**config.mk**
```make
export PLATFORM = sky130hd
export DESIGN_NAME = serial_bit_feeder_flat
export DESIGN_NICKNAME = d
export VERILOG_FILES = /design/src/rtl/serial_bit_feeder_pkg.sv /design/src/rtl/serial_bit_feeder_if.sv /design/src/rtl/serial_bit_feeder_hold_reg.sv /design/src/rtl/serial_bit_feeder.sv /design/src/flat_wrapper.sv
export SDC_FILE = /design/constraint.sdc
export NUM_CORES = 1
export LEC_CHECK = 0
export BUFFER_PORTS_ARGS = -buffer_cell sky130_fd_sc_hd__buf_2
export CELL_PAD_IN_SITES_DETAIL_PLACEMENT = 0
export CELL_PAD_IN_SITES_GLOBAL_PLACEMENT = 1
export CORE_ASPECT_RATIO = 1.1
export CORE_MARGIN = 2
export CORE_UTILIZATION = 45
export DETAILED_ROUTE_END_ITERATION = 10
export PLACE_DENSITY = 0.78
export SLEW_MARGIN = 20
export SYNTH_ARGS = -nofsm -noshare
export SYNTH_HDL_FRONTEND = slang
export SYNTH_HIERARCHICAL = 1
export SYNTH_SLANG_ARGS = --single-unit
export TNS_END_PERCENT = 10
```
**constraint.sdc**
```tcl
create_clock -name clk -period 2.59 [get_ports clk]
set_input_delay 0.6475 -clock clk [delete_from_list [all_inputs] [get_ports clk]]
set_output_delay 0.6475 -clock clk [all_outputs]
set_load 0.02 [all_outputs]
```
**src/rtl/serial_bit_feeder_pkg.sv**
```systemverilog
// Shared types and defaults for the serial bit feeder.
// Latency: n/a (declarations only).
// Backpressure: n/a.
package feeder_pkg;

  typedef enum logic {
    IDLE  = 1'b0,
    SHIFT = 1'b1
  } feeder_state_t;

  localparam int   FEEDER_DEFAULT_WIDTH = 8;
  localparam logic FEEDER_IDLE_BIT      = 1'b0;

endpackage

```
**src/rtl/serial_bit_feeder_if.sv**
```systemverilog
// Parallel word handshake between a word source and the serial bit feeder.
// Latency: n/a (wires only).
// Backpressure: source holds data_in/data_valid until data_ready is seen high at an edge.
interface serial_bit_feeder_if
  import feeder_pkg::*;
#(
  parameter int WIDTH = FEEDER_DEFAULT_WIDTH
);

  logic [WIDTH-1:0] data_in;
  logic             data_valid;
  logic             data_ready;

  modport master (
    output data_in,
    output data_valid,
    input  data_ready
  );

  modport slave (
    input  data_in,
    input  data_valid,
    output data_ready
  );

endinterface

```
**src/rtl/serial_bit_feeder_hold_reg.sv**
```systemverilog
// One-entry holding register between the handshake and the shifter.
// Latency: word visible on dout and full set the edge after load.
// Backpressure: full stays high until take; caller must not load while full.
module feeder_hold_reg #(
  parameter int WIDTH = 8
) (
  input  logic             clk,
  input  logic             rst,
  input  logic             load,
  input  logic             take,
  input  logic [WIDTH-1:0] din,
  output logic [WIDTH-1:0] dout,
  output logic             full
);

  // Capture on load, release on take; the two never share an edge because
  // load is only possible while the register is empty.
  always_ff @(posedge clk or negedge rst) begin
    if (!rst) begin
      full <= 1'b0;
      dout <= '0;
    end else begin
      if (take) begin
        full <= 1'b0;
      end
      if (load) begin
        full <= 1'b1;
        dout <= din;
      end
    end
  end

endmodule

```
**src/rtl/serial_bit_feeder.sv**
```systemverilog
// Parallel-to-serial feeder: shifts accepted words out on x, one bit per enabled clock.
// Latency: first bit on x the cycle after the edge following the handshake; gapless between words.
// Backpressure: data_ready low while the holding register is full; en=0 freezes the shifter and x.
module serial_bit_feeder
  import feeder_pkg::*;
#(
  parameter int   WIDTH     = FEEDER_DEFAULT_WIDTH,
  parameter bit   MSB_FIRST = 1'b1,
  parameter logic IDLE_BIT  = FEEDER_IDLE_BIT
) (
  input  logic              clk,
  input  logic              rst,
  serial_bit_feeder_if.slave up,
  input  logic              en,
  output logic              x,
  output logic              x_valid,
  output logic              word_done
);

  localparam int CW = (WIDTH > 1) ? $clog2(WIDTH) : 1;
  localparam logic [CW-1:0] LAST = CW'(WIDTH - 1);

  feeder_state_t    state;
  logic [WIDTH-1:0] shf;
  logic [CW-1:0]    cnt;

  logic             hold_full;
  logic [WIDTH-1:0] hold_dat;
  logic             ready;
  logic             accept;
  logic             take;
  logic             last;
  logic [WIDTH-1:0] shifted;

  // Move the next bit toward the output end of the shifter.
  function automatic logic [WIDTH-1:0] shift_one(input logic [WIDTH-1:0] v);
    if (MSB_FIRST) begin
      shift_one = {v[WIDTH-2:0], 1'b0};
    end else begin
      shift_one = {1'b0, v[WIDTH-1:1]};
    end
  endfunction

  // Bit currently presented at the output end of a shifter value.
  function automatic logic out_bit(input logic [WIDTH-1:0] v);
    out_bit = MSB_FIRST ? v[WIDTH-1] : v[0];
  endfunction

  // Ready follows reset release combinationally so the source sees it immediately.
  assign ready         = rst & ~hold_full;
  assign up.data_ready = ready;
  assign accept        = up.data_valid & ready;

  assign last    = (cnt == LAST);
  assign shifted = shift_one(shf);

  // A held word moves into the shifter when idle, or on the enabled last bit
  // so the next word follows with no idle bit.
  assign take = hold_full & ((state == IDLE) | ((state == SHIFT) & en & last));

  assign word_done = (state == SHIFT) & en & last;

  feeder_hold_reg #(
    .WIDTH (WIDTH)
  ) u_hold (
    .clk  (clk),
    .rst  (rst),
    .load (accept),
    .take (take),
    .din  (up.data_in),
    .dout (hold_dat),
    .full (hold_full)
  );

  // Shifter FSM; x and x_valid are registered alongside the shifter so x is glitch-free.
  always_ff @(posedge clk or negedge rst) begin
    if (!rst) begin
      state   <= IDLE;
      shf     <= '0;
      cnt     <= '0;
      x       <= IDLE_BIT;
      x_valid <= 1'b0;
    end else begin
      case (state)
        IDLE: begin
          if (hold_full) begin
            state   <= SHIFT;
            shf     <= hold_dat;
            cnt     <= '0;
            x       <= out_bit(hold_dat);
            x_valid <= 1'b1;
          end else begin
            x       <= IDLE_BIT;
            x_valid <= 1'b0;
          end
        end
        SHIFT: begin
          if (en) begin
            if (!last) begin
              shf <= shifted;
              cnt <= cnt + 1'b1;
              x   <= out_bit(shifted);
            end else if (hold_full) begin
              shf     <= hold_dat;
              cnt     <= '0;
              x       <= out_bit(hold_dat);
              x_valid <= 1'b1;
            end else begin
              state   <= IDLE;
              cnt     <= '0;
              x       <= IDLE_BIT;
              x_valid <= 1'b0;
            end
          end
        end
        default: begin
          state   <= IDLE;
          x       <= IDLE_BIT;
          x_valid <= 1'b0;
        end
      endcase
    end
  end

endmodule

```
**src/flat_wrapper.sv**
```systemverilog
// flat-port wrapper written by rule: the top's interface ports become plain ports
module serial_bit_feeder_flat import feeder_pkg::*;
#(
  parameter int   WIDTH     = FEEDER_DEFAULT_WIDTH,
  parameter bit   MSB_FIRST = 1'b1,
  parameter logic IDLE_BIT  = FEEDER_IDLE_BIT
)
  (clk, rst, en, x, x_valid, word_done, up_data_in, up_data_valid, up_data_ready);
  serial_bit_feeder_if #(.WIDTH(WIDTH)) up_i ();
  input  logic clk;
  input  logic rst;
  input  logic en;
  output logic x;
  output logic x_valid;
  output logic word_done;
  input wire logic [$bits(up_i.data_in)-1:0] up_data_in;
  input wire logic [$bits(up_i.data_valid)-1:0] up_data_valid;
  output wire logic [$bits(up_i.data_ready)-1:0] up_data_ready;
  assign up_i.data_in = up_data_in;
  assign up_i.data_valid = up_data_valid;
  assign up_data_ready = up_i.data_ready;
  serial_bit_feeder #(.WIDTH(WIDTH), .MSB_FIRST(MSB_FIRST), .IDLE_BIT(IDLE_BIT)) u_core (.clk(clk), .rst(rst), .up(up_i), .en(en), .x(x), .x_valid(x_valid), .word_done(word_done));
endmodule
```
==> results of run 1 <==
## cell type report
type	instances	share of cell area, %
Timing Repair Buffer	16	6.73
Inverter	1	0.306
Multi-Input combinational cell	56	42.0
Clock buffer	4	2.96
Tap cell	30	3.06
Sequential cell	22	44.9
## per-stage QoR
| stage | cell area [µm²] | util (%) |
|---|---|---|
| 2_1_floorplan | 1100 | - |
| 5_1_grt | 1230 | 53.9 |
| 6_report | 1230 | 53.9 |
| 3_3_place_gp | 1190 | 52.3 |
| 3_5_place_dp | 1190 | 52.3 |
| 4_1_cts | 1230 | 53.9 |
## synth_stat cells
cell type	n	area share [%]
nor2_1	3	1.0
a21o_2	1	0.80
and3b_2	6	5.5
a21boi_0	1	0.69
and3_1	1	0.57
mux2_4	8	11
mux2_2	3	3.1
inv_1	1	0.34
or2b_1	1	0.69
o21ai_4	1	1.5
and2b_2	2	1.6
a22o_1	3	2.4
a21o_1	1	0.69
dfrtp_1	22	50
nor2b_1	1	0.57
buf_6	1	1.0
a31oi_1	7	4.0
and2_1	1	0.57
nand3_1	2	0.91
buf_4	2	1.4
nand2_1	2	0.69
ha_1	3	3.4
o2bb2ai_1	7	5.6
or2b_4	1	1.0
a31o_2	1	0.80
## layout by cell type, fill, tap and decap left out, drive strengths merged
master,n
ha,3
and3b,6
o2bb2ai,7
o21ai,1
dfrtp,22
or2b,2
a31o,1
a22o,3
and2,1
and3,1
nor2b,1
a21boi,1
and2b,2
a21o,2
mux2,11
clkbuf,4
a31oi,7
nand3,2
inv,1
buf,16
nand2,2
nor2,3
## cells by family after synthesis
| group | after synthesis | share of synthesized area, % |
|---|---|---|
| AO/OA/AOI/OAI | 22 | 16.4 |
| flip-flops | 22 | 50.2 |
| AND/OR/NAND/NOR | 20 | 13.1 |
| multiplexers | 11 | 14.0 |
| buffers and inverters | 4 | 2.74 |
| adder cells (fa/ha/maj) | 3 | 3.43 |
## per-layer routing
layer	up-vias	global-route usage [%]	routed length [µm]
li1	345	-	-
met5	-	0	0
met1	359	25.1	1040
met2	10	23.7	887
met3	2	4.57	88
met4	0	5.79	14
## where the power goes
part           total, mW  leakage [nW]  internal [mW]  switching [mW]
combinational      0.512         0.284          0.304           0.207
sequential         0.623         0.270          0.494           0.129
clock              0.185        0.0210         0.0857          0.0991
total               1.32         0.574          0.884           0.435
## final timing paths
path | start | to | cells after the start
setup / recovery | u_core/cnt[0]$_DFFE_PN0P_ | word_done | 4
hold / removal | rst | u_core/u_hold/dout[3]$_DFFE_PN0P_ | 2
setup reg to reg | u_core/u_hold/full$_DFFE_PN0P_ | u_core/u_hold/dout[2]$_DFFE_PN0P_ | 3
hold reg to reg | u_core/shf[3]$_DFFE_PN0P_ | u_core/shf[3]$_DFFE_PN0P_ | 1
max in group asynchronous | rst | u_core/u_hold/dout[2]$_DFFE_PN0P_ | 2
min in group clk | u_core/shf[3]$_DFFE_PN0P_ | u_core/shf[3]$_DFFE_PN0P_ | 1
## state kept, by name, summed over array words and instances (netlist names)
name,count
u_core/cnt,3
u_core/state,1
u_core/x,1
u_core/u_hold/dout,8
u_core/x_valid,1
u_core/u_hold/full,1
u_core/shf,7
==> impl_metrics.csv, run 1 <==
group,metric,value,unit
status,status,"completed",
timing,tns,0,ns
synth,syn_area,1100,µm²
timing,setup_ws,0.450,ns
final_layout,multi_input_area,515,µm²
timing,rsz0062_at_grt,"false",
power,ir_worst_vdd,0.000497,V
routing,drt_iter0_markers,12,
timing,fin_crit,2.14,ns
routing,routed_wl,2.03,mm
global_routing,grt_pass1_vias,756,
final_layout,drive_gt1_share,43.4,%
setup_path,cp_top_family,"adder cells",
timing,slew_viol_final,0,
die,row_count,18,
global_routing,grt_max_degree,23,
die,design.die.area,2850,µm²
die,die_h,55.8,µm
timing,fmax,0.467,GHz
synth,synth_warnings,6,
global_routing,grt_overflow,0,
cts,cts_tree,"built",
placed_design,gp_congestion,0.769,
cts,clk_pin_slew,0.12,ns
setup_path,critPathArrivalTime,1.49,ns
routing,dr.pass1.iters,3,
placed_design,dp_hpwl,1.42,mm
cts,cts_buffers,3,
cts,clockRootBuffer,"clkbuf_4",
synth,synth.avg_cell_area,13.4,µm²
global_routing,grt_usage,17.0,%
cts,postCtsSetupBuffers,0,
setup_path,cpPeakStageDelay,0.42,ns
timing,fin_crit_sh,82.6,%
timing,fin_hold_ws,0.322,ns
final_layout,fill_cells,192,
timing,clock_skew,0.00610,ns
timing,setup_viol,0,
synth,synth_fp_nets,97,
final_layout,seq_area,551,µm²
global_routing,grt_pass1_wl,3.66,mm
die,fp.dieW,51.1,µm
cts,cts.sinks,22,
synth,syn_inst,82,
cts,cts_resized,0,
routing,ant_nets,0,
setup_path,rrSetupSlack,0.80,ns
timing,tightest_slew,0.557,ns
routing,via_count,716,
placed_design,pre_cts_ws,0.681,ns
power,leakage,0.574,nW
setup_path,critPathKind,"flop to output pin",
final_layout,syn2layout_area_growth,11.9,%
synth,synth.distinct_cells,25,
cts,cts_htree_levels,1,
final_layout,antenna_cells,0,
cts,clk_latency,0.30,ns
setup_path,cp_max_fo,4,
die,ios,16,
routing,via_per_inst,5.55,
setup_path,cp-start-kind,"flop",
power,power,1.32,mW
routing,wl_per_cell,15.7,µm
timing,slew_headroom,62.9,%
placed_design,io_buffers,15,
run,maxCapViolations,0,
cts,hold_buffers,0,
global_routing,antenna_found_initial,0,
setup_path,critical-path-slowest-cell,"dfrtp_1",
routing,drc,0,
synth,synth-seq-cells,22,
final_layout,nNetsFinal,115,
setup_path,critPathCaptureType,"output pin",
placed_design,placed_cells,125,
synth,yosysSeqAreaShare,50.2,%
worst_hold_path,min_path_type,"primary input to async pin",
setup_path,required,1.94,ns
die,start_util,48.2,%
cts,clockBufferDepth,2,
setup_path,critPathBufInv,1,
die,core,2270,µm²
power,powerDensity,1080,nW/µm²
setup_path,critPathMostFrequentCell,"ha_1",
final_layout,fin_cells,129,
timing,hold_violations,0,
setup_path,path_cells,"ha_1 -> ha_1 -> and3_1 -> buf_2",
(Power assumes the default switching activity.)
==> run 2, diff against run 1 <==
--- a/config.mk
+++ b/config.mk
@@ -10,9 +10,9 @@
 export CELL_PAD_IN_SITES_GLOBAL_PLACEMENT = 1
 export CORE_ASPECT_RATIO = 1.1
 export CORE_MARGIN = 2
-export CORE_UTILIZATION = 45
+export CORE_UTILIZATION = 40
 export DETAILED_ROUTE_END_ITERATION = 10
-export PLACE_DENSITY = 0.78
+export PLACE_DENSITY = 0.74
 export SLEW_MARGIN = 20
 export SYNTH_ARGS = -nofsm -noshare
 export SYNTH_HDL_FRONTEND = slang
==> constraint.sdc (replaced) <==
create_clock -name clk -period 1.8 [get_ports clk]
set_input_delay 0.45 -clock clk [delete_from_list [all_inputs] [get_ports clk]]
set_output_delay 0.45 -clock clk [all_outputs]
set_load 0.02 [all_outputs]
==> run 2 against run 1 <==
The flow now finishes with violations (negative setup slack); non-clock buffer count is 7 higher; wire length is 6.3% higher; global-route usage is 1.0 points lower; cell area is 5.4% higher; clock power is 16% higher; worst setup slack worse by 0.46 ns; clock skew is 0.0035 ns lower; sequential cell count stayed put; die area is 12% higher; total power is 50% higher; combinational power is 76% higher; highest routed layer unchanged.
==> impl_metrics.csv, run 2 (synthesized netlist as in run 1, its figures left out) <==
group,metric,value,unit
routing,wl_per_cell,15.8,µm
global_routing,antenna_found_initial,0,
final_layout,largest_reg_flops,8,
placed_design,io_buffers,15,
run,maxCapViolations,0,
timing,slew_headroom,69.3,%
setup_path,r2r-start,"u_core/cnt[0]$_DFFE_PN0P_",
timing,fin_hold_ws,0.150,ns
status,status,"finished, violations left",
cts,clockRootBuffer,"clkbuf_4",
routing,ant_nets,0,
cts,cts_buffers,3,
global_routing,grt_overflow,0,
placed_design,dp_hpwl,1.44,mm
power,ir_worst_vdd,0.000746,V
die,start_util,43.1,%
die,fp.dieW,53.9,µm
global_routing,grt_pass1_vias,775,
power,power,1.98,mW
final_layout,final_util,50.8,%
timing,slew_viol_final,0,
setup_path,critPathKind,"flop to output pin",
power,powerDensity,1540,nW/µm²
cts,cts_tree,"built",
cts,clk_pin_slew,0.11,ns
timing,fin_crit_sh,101,%
final_layout,syn2layout_area_growth,17.9,%
setup_path,critPathArrivalTime,1.36,ns
die,design.die.area,3180,µm²
final_layout,fin_cells,136,
routing,via_per_inst,5.49,
cts,cts_htree_levels,1,
timing,tightest_slew,0.460,ns
timing,rsz0062_at_grt,"true",
routing,drt_iter0_markers,15,
status,failed_checks,"negative setup slack",
setup_path,r2r_end,"u_core/shf[1]$_DFFE_PN0P_",
global_routing,grt_use_met1,23.3,%
setup_path,crit_path_start,"u_core/cnt[0]$_DFFE_PN0P_",
worst_hold_path,min_path_type,"primary input to async pin",
final_layout,antenna_cells,0,
cts,clockBufferDepth,2,
placed_design,place_area,1210,µm²
timing,fmax,0.552,GHz
die,die_h,58.9,µm
final_layout,mostFrequentLayoutCells,"dfrtp_1 (22), buf_2 (14), buf_4 (8), mux2_4 (8)",
setup_path,critPathCaptureType,"output pin",
global_routing,top_usage_layer,"met2",
setup_path,r2r.worst_path.cells,6,
final_layout,regMostFlops,"u_core/u_hold/dout",
final_layout,fin_area,1290,µm²
cts,cts.sinks,22,
cts,hold_buffers,0,
setup_path,critical_path.endpoint,"word_done",
global_routing,grtUsageMet2,23.9,%
power,leakage,0.599,nW
die,core,2540,µm²
global_routing,gr-usage-met3,2.28,%
final_layout,drive_gt1_share,49.5,%
global_routing,grt_pass1_wl,3.66,mm
timing,hold_violations,0,
timing,setup_viol,1,
final_layout,nNetsFinal,122,
final_layout,fill_cells,225,
placed_design,gp_congestion,0.760,
cts,clk_latency,0.29,ns
setup_path,required,1.35,ns
final_layout,reg_top3,"u_core/u_hold/dout (8), u_core/shf (7), u_core/cnt (3)",
placed_design,placed_cells,128,
timing,setup_ws,-0.0132,ns
setup_path,rrSetupSlack,0.08,ns
routing,routed_wl,2.16,mm
setup_path,cp_max_fo,2,
timing,fin_crit,1.81,ns
routing,via_count,746,
timing,clock_skew,0.00260,ns
die,row_count,19,
setup_path,cp-start-kind,"flop",
final_layout,final_common_cell,"dfrtp_1",
global_routing,grt_max_degree,23,
routing,dr.pass1.iters,5,
global_routing,grt_usage,15.9,%
die,ios,16,
routing,drc,0,
## run 2: final cells by class
type / count / area [µm²] / share of cell area, %
Timing Repair Buffer: 23 / 141 / 10.9
Multi-Input combinational cell: 56 / 536 / 41.4
Inverter: 1 / 3.75 / 0.290
Clock buffer: 3 / 22.5 / 1.74
Sequential cell: 22 / 551 / 42.6
Tap cell: 31 / 38.8 / 3.00
## run 2: how the worst min path moves through the flow
stage / startpoint / depth (start not counted) / slack, ns / to
final: rst / 2 / 0.15 / u_core/u_hold/dout[4]$_DFFE_PN0P_
after global routing: rst / 2 / 0.14 / u_core/u_hold/dout[4]$_DFFE_PN0P_
after CTS: rst / 2 / 0.15 / u_core/u_hold/dout[4]$_DFFE_PN0P_
after detailed placement: u_core/shf[2]$_DFFE_PN0P_ / 1 / 0.48 / u_core/shf[2]$_DFFE_PN0P_
after global placement: u_core/shf[1]$_DFFE_PN0P_ / 1 / 0.47 / u_core/shf[1]$_DFFE_PN0P_
after floorplan: rst / 0 / 0.15 / u_core/cnt[0]$_DFFE_PN0P_
## run 2: timing repair
action / in CTS / in global routing
setup endpoints to repair: 1 / 1
setup buffers: 4 / 1
gates resized for setup: 6 / 0
pin swaps: 1 / 1
hold endpoints to repair: 0 / 0
## run 2: routing by layer
metal / vias up / routed length [µm]
met5: - / 0
met4: 0 / 15
met3: 2 / 88
met2: 16 / 1010
met1: 372 / 1040
li1: 356 / -
## run 2: worst max-delay path, stage by stage (launching register included)
cell     delay (ns)
dfrtp_1        0.40
ha_2           0.22
ha_4           0.16
and3_4         0.16
buf_6          0.12
## run 2: where the power goes
group          internal, mW  switching (mW)
sequential            0.713           0.157
clock                0.0779           0.137
combinational         0.527           0.373
## run 2: stage by stage
| stage | setup TNS (ns) | setup slack, ns |
|---|---|---|
| detailed placement | 0 | 0.205 |
| global route | -0.0724 | -0.0724 |
| floorplan | 0 | 0.230 |
| finish | -0.0132 | -0.0132 |
| CTS | -0.0108 | -0.0108 |
| global placement | 0 | 0.222 |
